[config.mk]
export PLATFORM = sky130hd
export DESIGN_NAME = fetch_ctrl
export DESIGN_NICKNAME = d
export VERILOG_FILES = /design/src/rtl/fetch_ctrl.sv
export SDC_FILE = /design/constraint.sdc
export NUM_CORES = 1
export LEC_CHECK = 0
export ABC_CLOCK_PERIOD_IN_PS = 4950
export BUFFER_PORTS_ARGS = -buffer_cell sky130_fd_sc_hd__buf_2
export CAP_MARGIN = 0
export CORE_MARGIN = 2
export CORE_UTILIZATION = 51
export CTS_CLUSTER_DIAMETER = 40
export DETAILED_ROUTE_END_ITERATION = 7
export PLACE_DENSITY = 0.83
export SYNTH_ARGS = -nofsm -noshare
export SYNTH_HDL_FRONTEND = slang
export SYNTH_SLANG_ARGS = --single-unit
[constraint.sdc]
create_clock -name clk -period 4.95 [get_ports clk]
set_input_delay 0.2475 -clock clk [delete_from_list [all_inputs] [get_ports clk]]
set_output_delay 0.2475 -clock clk [all_outputs]
set_load 0.05 [all_outputs]
[src/rtl/fetch_ctrl.sv]
// Instruction-fetch sequencer: owns the fetch PC, issues one aligned imem request
// at a time and hands 32-bit words to decode as single-cycle pulses.
module fetch_ctrl #(
  parameter logic [63:0] RESET_PC   = 64'h0,
  parameter logic [31:0] NOP_INST   = 32'h00000013,
  parameter logic [31:0] COUNT_INIT = 32'h0
) (
  input  logic        clk,
  input  logic        rst,
  input  logic        stall_i,
  input  logic        redirect_valid_i,
  input  logic [63:0] redirect_pc_i,
  output logic        imem_req_o,
  output logic [63:0] imem_addr_o,
  input  logic        imem_ack_i,
  input  logic        imem_rvalid_i,
  input  logic [63:0] imem_rdata_i,
  output logic        inst_valid_o,
  output logic [31:0] inst_out_o,
  output logic [63:0] inst_pc_o,
  output logic [31:0] inst_count_o,
  output logic [1:0]  state_o
);

  // Handshake: a request is outstanding while imem_req_o=1 and completes on the
  // cycle imem_ack_i=1; exactly one imem_rvalid_i pulse follows each accepted request.
  typedef enum logic [1:0] {
    IDLE = 2'd0,
    REQ  = 2'd1,
    WAIT = 2'd2,
    HOLD = 2'd3
  } state_e;

  state_e      state_q, state_d;
  logic [63:0] pc_q, pc_d;
  logic        req_q, req_d;
  logic [63:0] addr_q, addr_d;
  logic        inst_valid_q, inst_valid_d;
  logic [31:0] inst_out_q, inst_out_d;
  logic [63:0] inst_pc_q, inst_pc_d;
  logic [31:0] count_q, count_d;
  logic        discard_q, discard_d;
  logic [31:0] hold_q, hold_d;

  logic [31:0] word;
  logic [63:0] redir_pc;
  logic        deliver;
  logic [31:0] deliver_word;

  assign word     = pc_q[2] ? imem_rdata_i[63:32] : imem_rdata_i[31:0];
  assign redir_pc = {redirect_pc_i[63:2], 2'b00};

  always_comb begin
    state_d      = state_q;
    pc_d         = pc_q;
    addr_d       = addr_q;
    inst_valid_d = 1'b0;
    inst_out_d   = NOP_INST;
    inst_pc_d    = inst_pc_q;
    count_d      = count_q;
    discard_d    = discard_q;
    hold_d       = hold_q;
    deliver      = 1'b0;
    deliver_word = hold_q;

    case (state_q)
      IDLE: begin
        if (redirect_valid_i) pc_d = redir_pc;
        state_d = REQ;
      end
      REQ: begin
        // A redirect cannot retract the pending request; its response is dropped instead.
        if (redirect_valid_i) begin
          pc_d      = redir_pc;
          discard_d = 1'b1;
        end
        if (imem_ack_i) state_d = WAIT;
      end
      WAIT: begin
        if (redirect_valid_i) begin
          pc_d = redir_pc;
          if (imem_rvalid_i) begin
            discard_d = 1'b0;
            state_d   = REQ;
          end else begin
            discard_d = 1'b1;
          end
        end else if (imem_rvalid_i) begin
          if (discard_q) begin
            discard_d = 1'b0;
            state_d   = REQ;
          end else if (stall_i) begin
            hold_d  = word;
            state_d = HOLD;
          end else begin
            deliver      = 1'b1;
            deliver_word = word;
          end
        end
      end
      HOLD: begin
        if (redirect_valid_i) begin
          pc_d    = redir_pc;
          hold_d  = 32'h0;
          state_d = REQ;
        end else if (!stall_i) begin
          deliver      = 1'b1;
          deliver_word = hold_q;
        end
      end
      default: state_d = IDLE;
    endcase

    if (deliver) begin
      inst_valid_d = 1'b1;
      inst_out_d   = deliver_word;
      inst_pc_d    = pc_q;
      pc_d         = pc_q + 64'd4;
      count_d      = count_q + 32'd1;
      state_d      = REQ;
    end

    // The address is captured on entry to REQ and held until the ack.
    req_d = (state_d == REQ);
    if (state_d == REQ && state_q != REQ) addr_d = {pc_d[63:3], 3'b000};
  end

  always_ff @(posedge clk) begin
    if (rst) begin
      state_q      <= IDLE;
      pc_q         <= RESET_PC;
      req_q        <= 1'b0;
      addr_q       <= 64'h0;
      inst_valid_q <= 1'b0;
      inst_out_q   <= NOP_INST;
      inst_pc_q    <= 64'h0;
      count_q      <= COUNT_INIT;
      discard_q    <= 1'b0;
      hold_q       <= 32'h0;
    end else begin
      state_q      <= state_d;
      pc_q         <= pc_d;
      req_q        <= req_d;
      addr_q       <= addr_d;
      inst_valid_q <= inst_valid_d;
      inst_out_q   <= inst_out_d;
      inst_pc_q    <= inst_pc_d;
      count_q      <= count_d;
      discard_q    <= discard_d;
      hold_q       <= hold_d;
    end
  end

  assign imem_req_o   = req_q;
  assign imem_addr_o  = addr_q;
  assign inst_valid_o = inst_valid_q;
  assign inst_out_o   = inst_out_q;
  assign inst_pc_o    = inst_pc_q;
  assign inst_count_o = count_q;
  assign state_o      = state_q;

endmodule

======== Word level (Yosys, flattened, before mapping) ========
Index checks and enable logic that the tools add are counted.
storage, ports and cells
  register bits after elaboration ......... 290
  input bits .............................. 134
  output and inout bits ................... 196
  word-level logic and storage cells ...... 71
operators by class
  add/sub/neg operators ................... 2
  eq/ne operators ......................... 13
  multiplexer cells ....................... 36
  bitwise gates (word level) .............. 1
  reduce and logical (&&, ||, !) cells .... 8
operator list
  kind                                                   count
  two-way mux 32 bit                                     11
  two-way mux 64 bit                                     3
  adder 64 x 3 -> 64 bit, second input constant          1
  case mux 32 bit (2 select lines)                       1
  adder 32 x 1 -> 32 bit, second input constant          1
  two-way mux 2 bit                                      8
  inequality test 2 bit, second input constant           6
  two-way mux 1 bit                                      10
  case mux 2 bit (4 select lines)                        1
  AND reduction 6 bit                                    1
  == test 2 x 1 -> 1 bit, second input constant          2
  == test 2 bit, second input constant                   2
  case mux 1 bit (2 select lines)                        2
  nonzero test 2 bit                                     2
  OR reduction 4 bit                                     1
  inequality test 3 x 1 -> 1 bit, second input constant  1
  inequality test 3 bit, second input constant           1
  AND reduction 3 bit                                    1
  logical NOT 2 bit                                      1
  inequality test 2 x 1 -> 1 bit, second input constant  1
  OR reduction 2 bit                                     1
  logical AND 1 bit                                      1
  inverter 1 bit                                         1

======== Longest topological paths before layout ========
Gate-level depths: netlist of run 1.
  word-level depth ........................ 8
  gate-level depth with buffers ........... 9
  gate-level depth less buffers ........... 7

======== Worst setup path before layout of run 1 ========
No wires, ideal clock.
  path type ............................... register to register
  start point ............................. register state_q[1], in the netlist state_o[1]
  end point ............................... register addr_q[27], in the netlist imem_addr_o[27]
  library setup time ...................... 0.136 ns
  arrival time ............................ 2.618 ns
  data required time ...................... 4.814 ns
  slack ................................... 2.197 ns
  cell stages (with the launch flop) ...... 9
  path buffers ............................ 3
  period minus slack after synthesis ...... 2.753 ns
  cell sequence ........................... dfxtp_1 -> clkbuf_1 -> nand2b_1 -> a211oi_1 -> a21oi_1 -> nor3_1 -> clkbuf_1 -> clkbuf_1 -> o32ai_1
on the way
  word-level cells in the longest chain between the ends .. 8
  elaborated cells on any way between the ends .. 18
  classes of those cells .................. eq/ne: 5; mux: 11; reduce/logical: 2
RTL lines
  what                             line  RTL
  start: declaration               34    state_e state_q, state_d;
  start signal: assignment         141   state_q <= state_d;
  two-way mux 2 bit                92    end else if (stall_i) begin
  two-way mux 2 bit                89    if (discard_q) begin
  two-way mux 2 bit                88    end else if (imem_rvalid_i) begin
  two-way mux 2 bit                80    if (redirect_valid_i) begin
  case mux 2 bit (4 select lines)  66    case (state_q)
  two-way mux 2 bit                114   if (deliver) begin
  == test 2 x 1 -> 1 bit           125   if (state_d == REQ && state_q != REQ) addr_d = {pc_d[63:3], 3'b000};
  logical AND 1 bit                125
  end signal: assignment           144   addr_q <= addr_d;
  end: declaration                 37    logic [63:0] addr_q, addr_d;
Parallel ways exist; a longest one is shown, timed or not.
A chain may end at the register's enable or synchronous reset.

======== Final worst setup path of run 1 ========
  start point ............................. register state_q[0], in the netlist state_o[0]
  end point ............................... register addr_q[63], in the netlist imem_addr_o[63]
The elaborated chain is that of the path after synthesis.

==> results.md, run 1 <==
- Outcome: finished clean
- Gpl congestion: between 0.8 and 0.9
- Die Span X: about 160 um
- Initial Util: 52.1%
- Max Fclk: 291 MHz
- Die area: ~25000 um2
- Post-Route WL: 37400 um
- Inserted Clock Buffers: 39
- Design area: 15400 um2
- Sequential element share of the synthesized area: 46.7%
- DRC Markers: 0
- Clock sink count: between 200 and 300
- DR vias: roughly 12000
- Yosys cell types: 58
- Fill cells: slightly below 2000
- TritonCTS clock tree: done
- CP Class: reg2reg
- TritonRoute pass-1 iters: 5
- CP max FO: 48
- Row count: 56
- Clk Latency, worst-skew pair: between 0.5 and 0.6 ns
- GRT Overall Usage: ~28%
- Seq cells post-synth: 286
- Leak: 6.33 nW
- DP Area: between 10000 and 15000 um2
- DP Wirelength: approximately 25000 um
- Largest net degree at the start of global routing: just under 100
- Minimum clock period: roughly 3.4 ns
- Layout Nets: between 1500 and 2000
- Share of the core filled with cells: approximately 65%
- Critical path origin: state_o[0]
- Slew @ Worst Pin: 1.14 ns
- CTS root buffer: clkbuf_16
- Reg2reg start: state_o[0]
- Max_cap viols: 0
- Highest metal used: met5
- Clock slew at reported path FFs: ~0.06 ns
- Syn Inst Count: roughly 1500
- DR WL/cell: between 15 and 20 um
- Layout area overhead: 25.3%
- DR vias/cell: 5.76
- Layout cells sized above 1: a little under a quarter
- Final WS setup: 1.51 ns
- Synth Warn #: 0
- Hold WS: about 0.004 ns
- Peak VDD IR: between 0.3 and 0.4 mV
- Crit path DAT: between 3 and 4 ns
- Synthesized area: approximately 12000 um2
- Type of origin of the critical path: register
- FFs w/ async S/R, synth: 0%
- Unrepaired setup endpoints after global routing: no
- Power per cell area: roughly 390 nW/um2
- I/O Buffers: around 320
- Wire length on met1: 14900 um
- Hold Crit Start: redirect_pc_i[31]
- Post-synth top area share: between 40 and 50%
- Grt ovf: 0
- Setup TNS: 0 ns
- Die Y: approximately 160 um
- Setup crit end kind: register
- Area of the multi-input gates: 6030 um2
- H-Tree Depth: 2
- Main synth FF type: dfxtp_1
- Routed Antenna Nets: 0
- Hold Violations, Final: 0
- Slew Limit Headroom: 23.6%
- Met3 wire length: 3340 um
- Hold Path Class: in2reg
- Max Slew Vio Count: 0
- Setup WS pre-CTS: between 1.5 and 2 ns
- First-pass GRT wire length: between 50000 and 60000 um
- Number of flops mapped to enable cells by yosys: 0
- Initial antenna violation count: 3
- Avg Cell Area, Syn: between 8 and 9 um2
- Metal2 WL: roughly 18000 um
- Worst Path Required: 5.36 ns
- Yosys top cell by area: dfxtp_1
- Ranking of synthesized cells by area: dfxtp_1 (47%), nand2_1 (6.6%), a21oi_1 (5.2%)
- First DRT Iteration DRCs: 964
- CTS resizes: 0
- I/O pin count: between 300 and 400
- Clock Skew: slightly above 0.01 ns
- Final Setup Violations: 0
- Register area: 5730 um2
- Fin crit share: between 60% and 70%
- CTS max path bufs: 3
- Core region area: roughly 24000 um2
- Vias in the first global route: about 12000
[worst paths after layout]
check | to | slack, ns | cells after the start
worst max register to register | imem_addr_o[63] | 1.51 | 7
worst min-delay path | pc_q[31] | 0.004 | 3
worst max-delay path | imem_addr_o[63] | 1.51 | 7
worst min register to register | inst_pc_o[44] | 0.45 | 2
[cells in the mapped netlist (16+ instances only)]
cell,count
a211oi_1,37
a21oi_1,127
and2_1,16
and3_1,26
and4_1,17
clkbuf_1,106
dfxtp_1,286
inv_1,20
mux2i_1,42
nand2_1,215
nand3_1,50
nand4_1,16
nor2_1,158
nor3_1,86
nor4_1,18
o21ai_0,35
or3_1,17
xnor2_1,25
xor2_1,26
[metal layers]
layer / up-vias / global-route usage (%)
met2: 583 / 47.8
met3: 98 / 6.85
li1: 5798 / -
met1: 5671 / 34.3
met4: 4 / 11.0
met5: - / 0
[cells in the final DEF (no fill, tap or decap), types with 17 or more instances in the layout]
cell,synthesis,final
buf_2,3,321
dfxtp_1,286,285
nand2_1,215,214
nor2_1,158,158
a21oi_1,127,127
nor3_1,86,85
nand3_1,50,50
mux2i_1,42,42
clkbuf_16,0,40
a211oi_1,37,36
o21ai_0,35,35
and3_1,26,26
xor2_1,26,26
xnor2_1,25,25
inv_1,20,19
and4_1,17,17
nor4_1,18,17
[final cells by class]
class / count / area share, %
antenna: 1 / 0.0163
clock buffer: 47 / 7.01
clock inverter: 25 / 1.66
inverter: 21 / 0.513
multi-input combinational: 1068 / 39.2
sequential: 286 / 37.3
tap: 319 / 2.60
timing repair buffer: 344 / 11.7
[state kept, by name (all words and copies together) (netlist names)]
register / flops
discard_q: 1
hold_q: 32
imem_addr_o: 61
imem_req_o: 1
inst_count_o: 32
inst_out_o: 32
inst_pc_o: 62
inst_valid_o: 1
pc_q: 62
state_o: 2
[worst max-delay path, cell delays in order (launching register included)]
cell      delay, ns
dfxtp_1        0.80
inv_1          0.24
a211oi_4       0.28
buf_4          0.37
buf_4          0.54
nand4_1        0.38
or3_1          0.46
a41o_1         0.23
[where the power goes]
part / internal (mW) / switching, mW
Combinational: 0.204 / 0.506
Sequential: 2.40 / 0.0926
Clock: 1.70 / 1.11
Total: 4.30 / 1.71
[repair_timing]
action	4_1_cts	5_1_grt
endpoints found under the setup margin	0	0
hold buffers	6	0
buffers inserted	0	0
hold endpoints to repair	6	0
[cell families (layout without fill, tap and decap cells)]
logic type | Yosys count | count (layout) | share of synthesized area (%)
AND/OR/NAND/NOR | 654 | 654 | 25.0
AO/OA/AOI/OAI | 314 | 314 | 16.5
flip-flops | 286 | 286 | 46.7
buffers and inverters | 141 | 437 | 4.50
XOR/XNOR | 51 | 51 | 3.64
multiplexers | 42 | 42 | 3.43
adder cells (fa/ha/maj) | 2 | 2 | 0.204
other | 1 | 6 | 0.0306
[through the flow]
| stage | power, mW | cells |
|---|---|---|
| CTS | 6.04 | 2110 |
| finish | 6.01 | 2111 |
| floorplan | 3.02 | 1495 |
| detailed placement | 3.24 | 2032 |
| global route | 6.21 | 2111 |
| global placement | 3.22 | 2032 |
(Power assumes the default switching activity.)
==> inputs of run 2 (changes only) <==
--- a/config.mk
+++ b/config.mk
@@ -5,7 +5,7 @@
 export SDC_FILE = /design/constraint.sdc
 export NUM_CORES = 1
 export LEC_CHECK = 0
-export ABC_CLOCK_PERIOD_IN_PS = 4950
+export ABC_CLOCK_PERIOD_IN_PS = 3460
 export BUFFER_PORTS_ARGS = -buffer_cell sky130_fd_sc_hd__buf_2
 export CAP_MARGIN = 0
 export CORE_MARGIN = 2
==> constraint.sdc (replaced) <==
create_clock -name clk -period 3.46 [get_ports clk]
set_input_delay 0.173 -clock clk [delete_from_list [all_inputs] [get_ports clk]]
set_output_delay 0.173 -clock clk [all_outputs]
set_load 0.05 [all_outputs]
==> run 2 against run 1 <==
Effect of this change:
- core utilization rose by 2.2 points
- combinational power is 51% higher
- worst hold slack better by 0.015 ns
- critical endpoint is now imem_addr_o[61]
==> results.md, run 2 (synthesis gave the netlist of run 1 again) <==
- Minimum clock period: 3.12 ns
- Fin crit share: approximately 90%
- DR WL/cell: 17.8 um
- Clock slew at reported path FFs: roughly 0.050 ns
- Die Y: between 150 and 200 um
- Inserted Clock Buffers: 41
- Fin cells: 2163
- Die area: about 25000 um2
- Busiest layer in global routing: met2
- Crit path DAT: between 3 and 4 ns
- Final Setup Violations: 0
- CTS root buffer: clkbuf_16
- Unrepaired setup endpoints after global routing: no
- TritonRoute pass-1 iters: 5
- I/O pin count: 330
- Vias in the first global route: 11900
- Initial Util: 52.1%
- Layout area overhead: 29.4%
- Peak VDD IR: 0.433 mV
- Clock Skew: around 0.036 ns
- Clk Latency, worst-skew pair: roughly 0.54 ns
- DRC Markers: 0
- Gpl congestion: 0.878
- DR vias: 12500
- Leak: 6.58 nW
- Largest net degree at the start of global routing: 99
- Cell chain of the critical path: buf_4 > nor2b_1 > o2111ai_1 > or3_1 > or4_4 > a211o_1 > a31oi_1
- Initial antenna violation count: 5
- Met3 usage: under 10%
- Type of origin of the critical path: register
- Slew Limit Headroom: 27.0%
- Max_cap viols: 0
- Reg2reg start: state_o[1]
- CP Class: reg2reg
- TritonCTS clock tree: done
- Setup TNS: 0 ns
- H-Tree Depth: 2
- CTS max path bufs: 3
- I/O Buffers: ~320
- Layout cells sized above 1: 24.2%
- Grt ovf: 0
- DP Wirelength: 25500 um
- First DRT Iteration DRCs: between 1000 and 1500
- Hold Path Class: in2reg
- Layout Nets: approximately 1900
- Max Slew Vio Count: 0
- DR vias/cell: around 5.8
- Hold Violations, Final: 0
- Row count: between 50 and 60
- Dpl cells: ~2000
- Die Span X: roughly 160 um
- GR Layer Usage met1: 35.2%
- Critical path's largest stage delay: just over 0.6 ns
- CP max FO: 12
- Clock sink count: ~290
- Slew @ Worst Pin: 1.10 ns
- Met2 Usage GRT: 47.5%
- Post-Route WL: just under 40000 um
- Power per cell area: between 500 and 600 nW/um2
- Crit-path slowest cell: or3_1
- Most common cell after layout, fill and taps aside: buf_2
- Outcome: finished clean
- Commonest cells after routing, fill and taps aside: buf_2 (321), dfxtp_1 (285), nand2_1 (214)
- Hold Crit Start: redirect_pc_i[26]
- Max Fclk: approximately 320 MHz
- GRT Overall Usage: 28.8%
- First-pass GRT wire length: approximately 60000 um
- Worst Path Required: about 4 ns
- Reg-to-reg slack, setup: 0.34 ns
- Critical path origin: state_o[1]
- Setup crit end kind: register
- Fill cells: about 1900
- Core region area: between 20000 and 25000 um2
- Routed Antenna Nets: 0
[run 2: changes by cell type in the layout (fill, tap and decap cells not counted), moves of 2 or more]
cell           change
diode_2            +3
buf_4             +14
clkinv_8           +2
inv_6              +2
clkinvlp_4         -3
dlygate4sd3_1     +31
clkinv_4           +2
clkbuf_8           -2
clkbuf_16          +3
[run 2: per-stage QoR]
| step | utilization, % | worst slack (ns) | area (um2) | power (mW) | hold WS (ns) |
|---|---|---|---|---|---|
| floorplan | - | 0.707 | 12300 | 4.32 | 0.285 |
| global placement | 59.9 | 0.354 | 14100 | 4.62 | 0.393 |
| detailed placement | 59.9 | 0.322 | 14100 | 4.65 | 0.414 |
| CTS | 67.4 | 0.281 | 15900 | 8.80 | 0.000845 |
| global route | 67.4 | 0.103 | 15900 | 9.04 | 0.0172 |
| finish | 67.4 | 0.341 | 15900 | 8.76 | 0.0193 |
[run 2: area by class of cell]
type                    count  area (um2)  area share [%]
diodes                      4        10.0          0.0631
clock buffers              47        1120            7.06
clock inverters            28         275            1.73
inverters                  21        78.8           0.497
multi-input cells        1068        6030            38.0
flip-flops and latches    286        5730            36.1
well taps                 319         399            2.51
repair buffers            390        2230            14.1
[run 2: worst max-delay path, delay by kind of cell, from the launching register on]
family	cells	cell delay (ns)
flops	1	0.31
compound gates	3	0.95
buf+inv	1	0.16
simple gates	3	1.65
[run 2: metal layers]
metal  part of all wire [%]  vias up  wire, um
li1                       -     5903         -
met1                     39     5732     14900
met2                     46      711     17800
met3                     10      144      3900
met4                    4.4        4      1710
met5                  0.070        -        27
[run 2: worst paths after layout]
path / end / cells after the start
worst min-delay path: pc_q[26] / 3
worst min register to register: inst_pc_o[59] / 2
worst max-delay path: imem_addr_o[61] / 7
worst max register to register: imem_addr_o[61] / 7
[run 2: what timing repair did]
action                     in CTS  in global routing
hold endpoints to repair       47                  0
gates resized for setup         0                  0
hold buffers                   37                  0
setup buffers                   0                  0
setup endpoints to repair       0                  0
[run 2: power breakdown]
part / total, mW / internal, mW / switching (mW)
sequential: 3.56 / 3.44 / 0.128
combinational: 1.07 / 0.319 / 0.747
clock: 4.13 / 2.48 / 1.65
total: 8.76 / 6.23 / 2.52
